==> config.mk <==
export PLATFORM = sky130hd
export DESIGN_NAME = mac_stream_sequencer
export DESIGN_NICKNAME = d
export VERILOG_FILES = /design/src/rtl/mac_seq_pkg.sv /design/src/rtl/mac_result_slot.sv /design/src/rtl/mac_stream_sequencer.sv
export SDC_FILE = /design/constraint.sdc
export NUM_CORES = 1
export LEC_CHECK = 0
export ABC_AREA = 1
export CAP_MARGIN = 20
export CORE_MARGIN = 10
export CORE_UTILIZATION = 50
export CTS_CLUSTER_SIZE = 25
export DETAILED_ROUTE_END_ITERATION = 16
export DONT_BUFFER_PORTS = 1
export GPL_TIMING_DRIVEN = 0
export PLACE_DENSITY = 0.63
export SETUP_SLACK_MARGIN = 0.1
export SLEW_MARGIN = 20
export SYNTH_ARGS = -nofsm -noshare
export SYNTH_HDL_FRONTEND = slang
export SYNTH_SLANG_ARGS = --single-unit
==> constraint.sdc <==
create_clock -name clk -period 2.05 [get_ports clk]
set_input_delay 0.205 -clock clk [delete_from_list [all_inputs] [get_ports clk]]
set_output_delay 0.205 -clock clk [all_outputs]
set_load 0.005 [all_outputs]
==> src/rtl/mac_seq_pkg.sv <==
// Shared types and sizing helpers for the MAC stream sequencer.
package mac_seq_pkg;

  // Sequencer phases: coefficient load, streaming, and quiesce before reload.
  typedef enum logic [1:0] {
    LOAD  = 2'd0,
    RUN   = 2'd1,
    DRAIN = 2'd2
  } seq_state_e;

  localparam int DEF_DATA_WIDTH = 8;
  localparam int DEF_TAPS       = 9;

  // Bits needed to index 0..n-1; never less than one bit.
  function automatic int tap_w(input int n);
    return (n < 2) ? 1 : $clog2(n);
  endfunction

endpackage

==> src/rtl/mac_result_slot.sv <==
// Single-entry valid/ready output register. A capture always lands, even when
// the current entry pops in the same cycle; the sequencer's back-pressure rule
// guarantees the slot is never holding an unpopped result at capture time.
module mac_result_slot
  import mac_seq_pkg::*;
#(
  parameter int DATA_WIDTH = DEF_DATA_WIDTH
) (
  input  logic                  clk,
  input  logic                  reset,
  input  logic                  capture,
  input  logic [DATA_WIDTH-1:0] cap_data,
  input  logic                  pop_ready,
  output logic                  valid,
  output logic [DATA_WIDTH-1:0] data
);

  // Capture wins over pop so a result arriving as the old one leaves keeps valid high.
  always_ff @(posedge clk or negedge reset) begin
    if (!reset) begin
      valid <= 1'b0;
      data  <= '0;
    end else if (capture) begin
      valid <= 1'b1;
      data  <= cap_data;
    end else if (pop_ready) begin
      valid <= 1'b0;
    end
  end

endmodule

==> src/rtl/mac_stream_sequencer.sv <==
// Control-and-feed front end for the external 8-bit MAC: holds the coefficient
// bank and bias, steps a tap counter over the sample stream, drives the MAC
// operand/enable lines and captures one result per TAPS-sample window.
module mac_stream_sequencer
  import mac_seq_pkg::*;
#(
  parameter int DATA_WIDTH = DEF_DATA_WIDTH,
  parameter int TAPS       = DEF_TAPS
) (
  input  logic                  clk,
  input  logic                  reset,
  // coefficient stream: TAPS coefficients (tap 0 first) then bias
  input  logic                  k_TVALID,
  output logic                  k_TREADY,
  input  logic [DATA_WIDTH-1:0] k_TDATA,
  input  logic                  cfg_reload,
  // sample stream
  input  logic                  s_TVALID,
  output logic                  s_TREADY,
  input  logic [DATA_WIDTH-1:0] s_TDATA,
  // result stream
  output logic                  m_TVALID,
  input  logic                  m_TREADY,
  output logic [DATA_WIDTH-1:0] m_TDATA,
  // MAC side
  output logic [DATA_WIDTH-1:0] mac_i_TDATA,
  output logic [DATA_WIDTH-1:0] mac_k_TDATA,
  output logic [DATA_WIDTH-1:0] mac_b_TDATA,
  output logic                  mac_r_enable,
  output logic                  mac_a_enable,
  output logic                  mac_b_enable,
  input  logic [DATA_WIDTH-1:0] mac_o_TDATA
);

  localparam int TW         = tap_w(TAPS);
  localparam int IW         = tap_w(TAPS + 1);
  localparam int CAP_STAGES = 1;
  localparam logic [TW-1:0] LAST_TAP = TW'(TAPS - 1);
  localparam logic [IW-1:0] BIAS_IDX = IW'(TAPS);

  if (TAPS < 3 || TAPS > 256) begin : g_taps_chk
    $error("mac_stream_sequencer: TAPS=%0d outside 3..256", TAPS);
  end

  seq_state_e              state, state_nxt;
  logic [TW-1:0]           tap;
  logic [IW-1:0]           ld_idx;
  logic [DATA_WIDTH-1:0]   coef [TAPS];
  logic [DATA_WIDTH-1:0]   bias;
  logic                    reload_pend;
  logic                    k_fire, s_fire;
  logic                    last_fire;
  logic [CAP_STAGES:0]     vld_pipe;
  logic                    capture;

  assign k_fire    = k_TVALID && k_TREADY;
  assign s_fire    = s_TVALID && s_TREADY;
  assign last_fire = s_fire && (tap == LAST_TAP);

  // Next-state and handshake decode. The last tap is held off while an
  // unpopped result sits in the slot, so the capture two cycles later always
  // finds it free. A pending reload only takes effect on a window boundary.
  always_comb begin
    state_nxt = state;
    k_TREADY  = 1'b0;
    s_TREADY  = 1'b0;
    unique case (state)
      LOAD: begin
        k_TREADY = 1'b1;
        if (k_TVALID && ld_idx == BIAS_IDX) state_nxt = RUN;
      end
      RUN: begin
        if (reload_pend && tap == '0) state_nxt = DRAIN;
        else s_TREADY = !((tap == LAST_TAP) && m_TVALID && !m_TREADY);
      end
      DRAIN: begin
        if (!mac_a_enable && vld_pipe == '0) state_nxt = LOAD;
      end
      default: state_nxt = LOAD;
    endcase
  end

  // State register.
  always_ff @(posedge clk or negedge reset) begin
    if (!reset) state <= LOAD;
    else        state <= state_nxt;
  end

  // Coefficient bank and bias load; ld_idx walks 0..TAPS, TAPS being the bias slot.
  always_ff @(posedge clk or negedge reset) begin
    if (!reset) begin
      for (int i = 0; i < TAPS; i++) coef[i] <= '0;
      bias   <= '0;
      ld_idx <= '0;
    end else if (k_fire) begin
      if (ld_idx == BIAS_IDX) begin
        bias   <= k_TDATA;
        ld_idx <= '0;
      end else begin
        for (int i = 0; i < TAPS; i++)
          if (ld_idx == IW'(i)) coef[i] <= k_TDATA;
        ld_idx <= ld_idx + IW'(1);
      end
    end
  end

  // Tap counter advances per accepted sample and wraps after the last tap.
  always_ff @(posedge clk or negedge reset) begin
    if (!reset)      tap <= '0;
    else if (s_fire) tap <= (tap == LAST_TAP) ? '0 : tap + TW'(1);
  end

  // Reload request is remembered until the sequencer leaves RUN for DRAIN.
  // Requests outside RUN are dropped: the block is already loading or draining.
  always_ff @(posedge clk or negedge reset) begin
    if (!reset)                                     reload_pend <= 1'b0;
    else if (state == RUN && state_nxt == DRAIN)    reload_pend <= 1'b0;
    else if (cfg_reload && state == RUN)            reload_pend <= 1'b1;
  end

  // MAC enables trail the product load by one cycle; vld_pipe tracks the
  // window's last sample through accumulate to the capture cycle.
  always_ff @(posedge clk or negedge reset) begin
    if (!reset) begin
      mac_a_enable <= 1'b0;
      mac_b_enable <= 1'b0;
      vld_pipe     <= '0;
    end else begin
      mac_a_enable <= s_fire;
      mac_b_enable <= s_fire && (tap == '0);
      vld_pipe     <= {vld_pipe[CAP_STAGES-1:0], last_fire};
    end
  end

  assign capture      = vld_pipe[CAP_STAGES];
  assign mac_i_TDATA  = s_TDATA;
  assign mac_k_TDATA  = coef[tap];
  assign mac_b_TDATA  = bias;
  assign mac_r_enable = s_fire;

  mac_result_slot #(
    .DATA_WIDTH (DATA_WIDTH)
  ) u_slot (
    .clk       (clk),
    .reset     (reset),
    .capture   (capture),
    .cap_data  (mac_o_TDATA),
    .pop_ready (m_TREADY),
    .valid     (m_TVALID),
    .data      (m_TDATA)
  );

endmodule

==> results by group, run 1 <==
Setup path
  – CP Launch Type: flip-flop
  – Delay of the slowest cell on the worst path: 440 ps
  – Buf/Inv on CP: 2
  – WP data arrival: 1720 ps
  – Worst-path fanout max: 8
  – Kind of critical path: flip-flop to primary output
  – Cell with the largest stage delay on the worst path: dfrtp_1
  – Cell family with most CP delay: simple AND/OR/NAND/NOR gates
  – Crit end category: primary output
  – Critical path, cell by cell: buf_6 -> buf_8 -> nor2_1 -> nor2_1 -> o21ai_0 -> nand2_1 -> nand2_1 -> nand3_2
  – Required @ worst endpoint: 1850 ps

Status
  – Failing checks: negative hold slack
  – Status: complete, but fails checks

Pwr
  – Peak supply drop: 0.000570 V
  – PwrDens: 1440 nW/µm²
  – LEAKAGE: 2.60 nW

Global routing
  – Remaining global-route overflow: 0
  – Initial antenna violation count: 0
  – Number of global-route vias before repair: 3793
  – Largest net degree at the start of global routing: 105
  – First-pass GRT wire length: 20500 µm
  – GR Util All Layers: 18.4%

Worst hold path
  – HP Class: input port to async pin

Layout
  – Layout cell share with drive strength beyond 1: 15.6%
  – Fin util: 58.6%
  – Design area: 5420 µm²
  – Final #Nets: 616
  – Most frequent cells in the layout: nand2_1, dfrtp_1, o21ai_1
  – Leading cell type in the layout, fill and taps excluded: nand2_1
  – Synth-to-layout area growth: 14.2%
  – Number of diodes: 0

Floorplanning
  – Die footprint: 13800 µm²
  – Core area: 9240 µm²
  – Num rows: 35
  – Initial Util: 51.3%
  – Top Ports: 68
  – DIE WIDTH: 117 µm
  – Die Ht: 117 µm

Drt
  – Wirelength per Cell: 17.7 µm
  – Number of routed nets with antenna violations: 0
  – Vias: 3809
  – Initial drt markers: 316
  – Drt total wl: 12700 µm
  – Residual DRC count: 0
  – Drt via density: 5.31
  – TritonRoute pass-1 iters: 5

Synth
  – #FFs+latches synth: 104
  – Synthesized Nets: 588
  – Syn Inst Count: 556
  – YS warnings: 0
  – Mapped Avg Cell Area: 8.53 µm²
  – Mapped cell area: 4740 µm²
  – Sequential area share after synthesis: 54.9%
  – Netlist cell types: 33

Clocking
  – Clock buffer depth: 2
  – # H-tree levels: 3
  – Clock transition at the registers of the reported paths: 110 ps
  – Worst-Skew Late Latency: 380 ps
  – Number of clock sinks: 104
  – CTS tree: yes
  – CTS Hold Bufs: 10
  – Num CTS Buffers: 9
  – Root buf cell: clkbuf_8

Placed design
  – Port bufs: 0
  – Placed cell areas: 4900 µm²
  – Placer Congestion: 0.917
  – HPWL reported at the end of detailed placement: 8670 µm

STA
  – TNS Setup: 0 ps
  – Max Clk Rate: 0.520 GHz
  – Worst-Margin Slew: 517 ps
  – Final period util: 93.7%
  – Crit path time final: 1920 ps
  – Rel. slew slack: 65.5%
  – Worst hold margin: -488 ps
  – Hold Vio Cnt, Final: 104
  – Final Slew Violations: 0
  – Worst clock skew: 15.3 ps
  – RSZ-0062 raised after global routing: yes
  – Endpoints failing setup: 0

Job
  – Max-cap viol count: 0
layer usage:
layer	vias up	part of all wire [%]	GRT usage [%]
met3	15	8.7	5.47
li1	1849	-	-
met2	136	45	27.7
met4	0	1.6	6.03
met5	-	0	0
met1	1809	45	24.7
stage by stage:
stage,power [mW],setup slack [ps],cells
floorplan,5.38,396,556
global placement,6.09,-59.6,685
detailed placement,6.19,-116,685
CTS,7.63,102,713
global route,8.43,52.6,718
finish,7.80,128,718
synth_stat cells:
| cell type | instances | area, µm² |
|---|---|---|
| nor3_1 | 2 | 10.0 |
| buf_6 | 2 | 22.5 |
| inv_6 | 1 | 8.76 |
| nand3_2 | 2 | 20.0 |
| clkbuf_1 | 7 | 26.3 |
| nor2_1 | 41 | 154 |
| clkinv_1 | 2 | 7.51 |
| nor2_2 | 2 | 12.5 |
| nand3_1 | 39 | 195 |
| o21ai_0 | 33 | 165 |
| inv_4 | 1 | 6.26 |
| dfrtp_1 | 104 | 2600 |
| nor2_4 | 3 | 33.8 |
| nor3_2 | 1 | 10.0 |
| nand4_1 | 3 | 18.8 |
| buf_1 | 2 | 7.51 |
| xor2_1 | 1 | 8.76 |
| a21boi_1 | 1 | 7.51 |
| o31ai_1 | 1 | 7.51 |
| inv_1 | 23 | 86.3 |
| buf_4 | 9 | 67.6 |
| nand4_4 | 4 | 85.1 |
| nand2_1 | 182 | 683 |
| inv_2 | 3 | 11.3 |
| a21oi_1 | 3 | 15.0 |
| nand2_2 | 2 | 12.5 |
| ha_1 | 2 | 25.0 |
| o21ai_1 | 64 | 320 |
| o21bai_1 | 1 | 7.51 |
| nand2_4 | 3 | 33.8 |
| buf_2 | 10 | 50.1 |
| nand4_2 | 1 | 12.5 |
| xnor2_1 | 1 | 8.76 |
power breakdown:
group	internal, mW	switching, mW	total [mW]
sequential	2.85	0.537	3.39
combinational	1.18	1.93	3.11
clock	0.570	0.730	1.30
path summary, 6_finish.rpt:
check                                      start                      to  slack [ps]  cells past startpoint
setup / recovery              tap[0]$_DFFE_PN0P_          mac_k_TDATA[0]         130                      8
hold / removal                             reset    coef[16]$_DFFE_PN0P_        -490                      0
setup reg to reg              state[1]$_DFF_PN0_    coef[66]$_DFFE_PN0P_         370                      7
hold reg to reg            vld_pipe[0]$_DFF_PN0_   vld_pipe[1]$_DFF_PN0_         380                      0
max in group asynchronous                  reset     coef[9]$_DFFE_PN0P_        2370                      0
min in group clk                        s_TVALID  mac_a_enable$_DFF_PN0_          40                      2
kinds of logic (layout without fill, tap and decap cells):
logic type	after synthesis	in the layout	share of synthesized area [%]
simple gates	285	285	27.0
xor+xnor	2	2	0.369
flops	104	104	54.9
buf+inv	60	93	6.20
fa+ha+maj	2	2	0.527
compound gates	103	103	11.0
cell type report:
cell class / instances / area, µm²
Fill cell: 842 / 3820
Sequential cell: 104 / 2610
Multi-Input combinational cell: 392 / 1930
Buffer: 30 / 216
Timing Repair Buffer: 17 / 183
Tap cell: 129 / 161
Clock buffer: 10 / 128
Inverter: 30 / 125
Clock inverter: 6 / 67.6
flip-flops by register name, summed over array words and instances (netlist names):
| name | cells |
|---|---|
| reload_pend | 1 |
| mac_b_enable | 1 |
| tap | 4 |
| coef | 72 |
| state | 2 |
| mac_a_enable | 1 |
| mac_b_TDATA | 8 |
| u_slot.data | 8 |
| ld_idx | 4 |
| vld_pipe | 2 |
| u_slot.valid | 1 |
timing repair:
item | 4_1_cts | 5_1_grt
gates resized for setup | 29 | 19
gates cloned | 0 | 1
hold endpoints to repair | 117 | 104
pin swaps | 3 | 1
setup buffers | 2 | 4
setup endpoints to repair | 19 | 10
Power figures use the tool's default switching activity.
==> run 2, diff against run 1 <==
Settings changed: PLACE_DENSITY 0.63 to 0.66.
Clock period 2.05 ns to 1.7 ns, I/O delays scaled along.
==> results by group, run 2 (same netlist as run 1, synthesis figures left out) <==
Status
  – Status: complete, but fails checks
  – Failing checks: negative hold slack, negative setup slack

STA
  – RSZ-0062 raised after global routing: yes
  – TNS Setup: -1160 ps
  – Worst-Margin Slew: 501 ps
  – Hold Vio Cnt, Final: 104
  – Crit path time final: 1850 ps
  – Worst clock skew: 12.9 ps
  – Endpoints failing setup: 10
  – Max Clk Rate: 0.542 GHz
  – Final Slew Violations: 0
  – PnR worst setup slack: -146 ps
  – Worst hold margin: -518 ps
  – Final period util: 109%
  – Rel. slew slack: 66.6%

Floorplanning
  – Core area: 9240 µm²
  – Num rows: 35
  – Top Ports: 68
  – DIE WIDTH: 117 µm
  – Die footprint: 13800 µm²
  – Initial Util: 51.3%
  – Die Ht: 117 µm

Layout
  – Leading cell type in the layout, fill and taps excluded: nand2_1
  – Number of diodes: 0
  – Synth-to-layout area growth: 22.9%
  – Final Non-Filler Cells: 739
  – Fin util: 63.1%
  – Design area: 5830 µm²
  – Most frequent cells in the layout: nand2_1, dfrtp_1, o21ai_1
  – Max reg flops: 72
  – Biggest register: coef
  – Final #Nets: 638
  – Fillers: 744
  – Layout cell share with drive strength beyond 1: 24.1%

Drt
  – Wirelength per Cell: 18.2 µm
  – Initial drt markers: 348
  – Residual DRC count: 0
  – Drt via density: 5.53
  – Number of routed nets with antenna violations: 0
  – TritonRoute pass-1 iters: 5
  – Drt total wl: 13500 µm
  – Vias: 4088

Placed design
  – HPWL reported at the end of detailed placement: 8730 µm
  – Placed cell areas: 4910 µm²
  – Post-Place Cells: 685
  – Placer Congestion: 0.833
  – Port bufs: 0

Pwr
  – LEAKAGE: 2.80 nW
  – PwrDens: 1760 nW/µm²
  – Peak supply drop: 0.000813 V
  – Total chip power: 10.3 mW

Setup path
  – Crit end category: primary output
  – Worst reg2reg path depth: 8
  – Worst-path fanout max: 8
  – Kind of critical path: flip-flop to primary output
  – R2r setup slk: 170 ps
  – Required @ worst endpoint: 1530 ps
  – CP Launch Type: flip-flop
  – RR Endpoint: tap[1]$_DFFE_PN0P_
  – RR Startpoint: tap[0]$_DFFE_PN0P_
  – WP data arrival: 1680 ps

Clocking
  – Worst-Skew Late Latency: 370 ps
  – Root buf cell: clkbuf_8
  – CTS tree: yes
  – CTS Hold Bufs: 10
  – # H-tree levels: 3
  – Clock buffer depth: 2
  – Num CTS Buffers: 9
  – Number of clock sinks: 104
  – Clock transition at the registers of the reported paths: 100 ps

Job
  – Max-cap viol count: 0

Global routing
  – First-pass GRT wire length: 22100 µm
  – Remaining global-route overflow: 0
  – Initial antenna violation count: 0
  – GR Util All Layers: 19.6%
  – Number of global-route vias before repair: 4070
  – Largest net degree at the start of global routing: 105

Worst hold path
  – HP Class: input port to async pin
-- run 2: timing repair --
action                                  CTS  global route
gates resized for setup                  80            42
pin swaps                                18            15
endpoints found under the hold margin   117           104
buffers inserted                         12            17
endpoints found under the setup margin   32            67
cloned                                    1             0
-- run 2: worst max path at each step --
stage / from / slack [ps] / cells past startpoint / end
after global placement: tap[0]$_DFFE_PN0P_ / -350 / 6 / mac_r_enable
after global routing: tap[3]$_DFFE_PN0P_ / -210 / 7 / mac_k_TDATA[2]
after floorplan: tap[0]$_DFFE_PN0P_ / 130 / 6 / mac_r_enable
final: tap[0]$_DFFE_PN0P_ / -150 / 6 / mac_k_TDATA[7]
after CTS: tap[0]$_DFFE_PN0P_ / -110 / 8 / mac_k_TDATA[6]
after detailed placement: tap[0]$_DFFE_PN0P_ / -370 / 6 / mac_r_enable
-- run 2: worst max-delay path, stage by stage, from the launching register on --
cell and delay [ps]:
dfrtp_1 440, buf_6 170, buf_6 120, nor3_4 240, buf_6 190, nand2_2 60
nand3_2 90
-- run 2: layer usage --
layer / vias to the layer above / wire [µm] / GRT usage, %
met3: 30 / 1230 / 5.95
met5: - / 0 / 0
met1: 1974 / 5740 / 25.6
met4: 0 / 247 / 6.10
met2: 186 / 6250 / 30.2
li1: 1898 / - / -
-- run 2: power breakdown --
part	internal [mW]	total [mW]	switching [mW]
logic	1.82	4.45	2.63
registers	3.44	4.11	0.669
clock network	0.871	1.72	0.848
total	6.14	10.3	4.14
-- run 2: area by class of cell --
type / instances / area [µm²] / share of cell area [%]
Buffer: 30 / 273 / 4.68
Clock buffer: 11 / 141 / 2.42
Clock inverter: 4 / 77.6 / 1.33
Inverter: 30 / 125 / 2.15
Multi-Input combinational cell: 392 / 2090 / 35.8
Sequential cell: 104 / 2610 / 44.7
Tap cell: 129 / 161 / 2.77
Timing Repair Buffer: 39 / 362 / 6.20
-- run 2: stage by stage --
step | worst slack (ps) | hold WS [ps]
after floorplan | 125 | -126
after global placement | -348 | -122
after detailed placement | -368 | -122
after CTS | -110 | -526
after global routing | -211 | -539
final | -146 | -518
==> run 3, diff against run 2 <==
Settings changed: ABC_AREA 1 to 0.
==> results by group, run 3 <==
Layout
  – Final #Nets: 420
  – Final Non-Filler Cells: 521
  – Layout cell share with drive strength beyond 1: 55.6%
  – Fin util: 65.6%
  – Design area: 6090 µm²
  – Most frequent cells in the layout: dfrtp_1, mux2_4, mux2_2
  – Number of diodes: 0
  – Leading cell type in the layout, fill and taps excluded: dfrtp_1
  – Fillers: 653
  – Biggest register: coef
  – Synth-to-layout area growth: 27.3%
  – Max reg flops: 72

STA
  – Rel. slew slack: 63.9%
  – Endpoints failing setup: 53
  – Final period util: 122%
  – Crit path time final: 2080 ps
  – Worst-Margin Slew: 542 ps
  – Worst clock skew: 6.87 ps
  – RSZ-0062 raised after global routing: yes
  – Worst hold margin: -515 ps
  – Final Slew Violations: 0
  – PnR worst setup slack: -379 ps
  – Max Clk Rate: 0.481 GHz
  – TNS Setup: -5470 ps
  – Hold Vio Cnt, Final: 104

Synth
  – Netlist cell types: 40
  – Number of flops mapped to enable cells by yosys: 0
  – Cell with the most instances after synthesis: mux2_2
  – Mapped cell area: 4790 µm²
  – Synth area leaders: dfrtp_1, mux2_2, mux4_2, buf_4, a221o_1
  – Syn Inst Count: 334
  – Asr flop ratio synth: 100%
  – Post-synth top area share: 54.4%
  – Mapped Avg Cell Area: 14.3 µm²
  – Largest area contributor in the netlist: dfrtp_1
  – Sequential area share after synthesis: 54.4%
  – YS warnings: 0
  – Top post-synthesis cells by count: mux2_2, dfrtp_1, buf_4
  – #FFs+latches synth: 104
  – Top FF cell, synth: dfrtp_1
  – Synthesized Nets: 366

Setup path
  – Crit end category: primary output
  – Worst-path fanout max: 5
  – Required @ worst endpoint: 1530 ps
  – CP Launch Type: flip-flop
  – WP data arrival: 1910 ps
  – Kind of critical path: flip-flop to primary output

Pwr
  – Comb pwr share: 48.3%
  – Total chip power: 11.0 mW
  – Flop pwr share: 38.8%
  – Switching part of the total power: 32.8%
  – PwrDens: 1800 nW/µm²
  – NetSw: 3.59 mW
  – Clock Power Share: 12.8%
  – Int Pwr: 7.38 mW
  – LEAKAGE: 2.84 nW
  – Peak supply drop: 0.000693 V

Drt
  – Residual DRC count: 0
  – Initial drt markers: 139
  – Number of routed nets with antenna violations: 0
  – Vias: 2947
  – TritonRoute pass-1 iters: 4
  – Wirelength per Cell: 21.7 µm
  – Drt via density: 5.66
  – Drt total wl: 11300 µm

Global routing
  – Largest net degree at the start of global routing: 105
  – First-pass GRT wire length: 17600 µm
  – Remaining global-route overflow: 0
  – Initial antenna violation count: 0
  – Number of global-route vias before repair: 3036
  – GR Util All Layers: 15.9%

Floorplanning
  – Die Ht: 118 µm
  – DIE WIDTH: 118 µm
  – Top Ports: 68
  – Die footprint: 13900 µm²
  – Num rows: 35
  – Core area: 9280 µm²
  – Initial Util: 51.5%

Status
  – Status: complete, but fails checks
  – Failing checks: negative hold slack, negative setup slack

Clocking
  – # H-tree levels: 3
  – Root buf cell: clkbuf_8
  – CTS tree: yes
  – CTS Hold Bufs: 11
  – Clock buffer depth: 2
  – Worst-Skew Late Latency: 370 ps
  – Number of clock sinks: 104
  – Clock transition at the registers of the reported paths: 100 ps
  – Num CTS Buffers: 9

Placed design
  – Post-Place Cells: 463
  – HPWL reported at the end of detailed placement: 6740 µm
  – Placer Congestion: 0.795
  – Port bufs: 0
  – Placed cell areas: 5140 µm²
  – Worst slack, placed: -322 ps

Job
  – Max-cap viol count: 0

Worst hold path
  – HP Class: input port to async pin
==> run 3: cell count changes after synthesis, sizes merged, moves of 25 or more <==
cell   previous run  this run
inv              28         3
mux2              0       107
nand2           187        12
nand3            41         8
nor2             46         7
o21ai            97         1
==> run 3: logic make-up (layout without fill, tap and decap cells) <==
logic type,count (synthesis),in the layout,share of synthesized area [%]
buffers and inverters,34,92,4.05
adder cells (fa/ha/maj),2,2,0.523
AND/OR/NAND/NOR,54,54,7.58
XOR/XNOR,2,2,0.366
flip-flops,104,104,54.4
multiplexers,116,116,29.2
AO/OA/AOI/OAI,22,22,3.95
==> run 3: power groups by stage <==
stage / Combinational, mW / Sequential [mW] / Clock [mW]
floorplan: 3.26 / 4.04 / 0
global placement: 3.87 / 4.20 / 0
detailed placement: 3.96 / 4.23 / 0
CTS: 4.62 / 4.22 / 1.44
global route: 5.65 / 4.42 / 1.54
finish: 5.30 / 4.26 / 1.41
==> run 3: critical path: stages, from the launching register on <==
cell     delay [ps]
dfrtp_1         410
buf_8           150
buf_12          140
mux2_4          290
a22o_1          240
a221o_1         320
==> run 3: timing repair <==
item,CTS,global route
setup endpoints to repair,95,97
cloned,1,1
pin swaps,9,15
buffers inserted,19,12
endpoints found under the hold margin,116,104
gates resized for setup,46,43
==> run 3: final cells by class <==
| class | count | area [µm²] | area share (%) |
|---|---|---|---|
| flip-flops and latches | 104 | 2610 | 42.8 |
| multi-input cells | 196 | 2420 | 39.7 |
| repair buffers | 43 | 442 | 7.25 |
| plain buffers | 31 | 265 | 4.35 |
| well taps | 129 | 161 | 2.65 |
| clock buffers | 10 | 138 | 2.26 |
| clock inverters | 5 | 33.8 | 0.555 |
| inverters | 3 | 26.3 | 0.431 |
==> run 3: worst paths after layout <==
| path | depth (start not counted) | slack [ps] | start | end |
|---|---|---|---|---|
| setup / recovery | 5 | -380 | tap[0]$_DFFE_PN0P_ | mac_k_TDATA[0] |
| hold / removal | 0 | -510 | reset | state[0]$_DFF_PN0_ |
| setup reg to reg | 7 | -240 | tap[0]$_DFFE_PN0P_ | tap[1]$_DFFE_PN0P_ |
| hold reg to reg | 0 | 390 | vld_pipe[0]$_DFF_PN0_ | vld_pipe[1]$_DFF_PN0_ |
| max in group asynchronous | 0 | 2040 | reset | coef[16]$_DFFE_PN0P_ |
| min in group clk | 2 | 70 | s_TVALID | tap[2]$_DFFE_PN0P_ |
==> run 3: metal layers <==
layer / part of all wire, % / global-route usage, % / vias up
met5: 0 / 0 / -
met4: 2.3 / 6.18 / 0
met3: 6.9 / 4.41 / 17
met2: 47 / 24.8 / 96
met1: 43 / 20.5 / 1516
li1: - / - / 1318
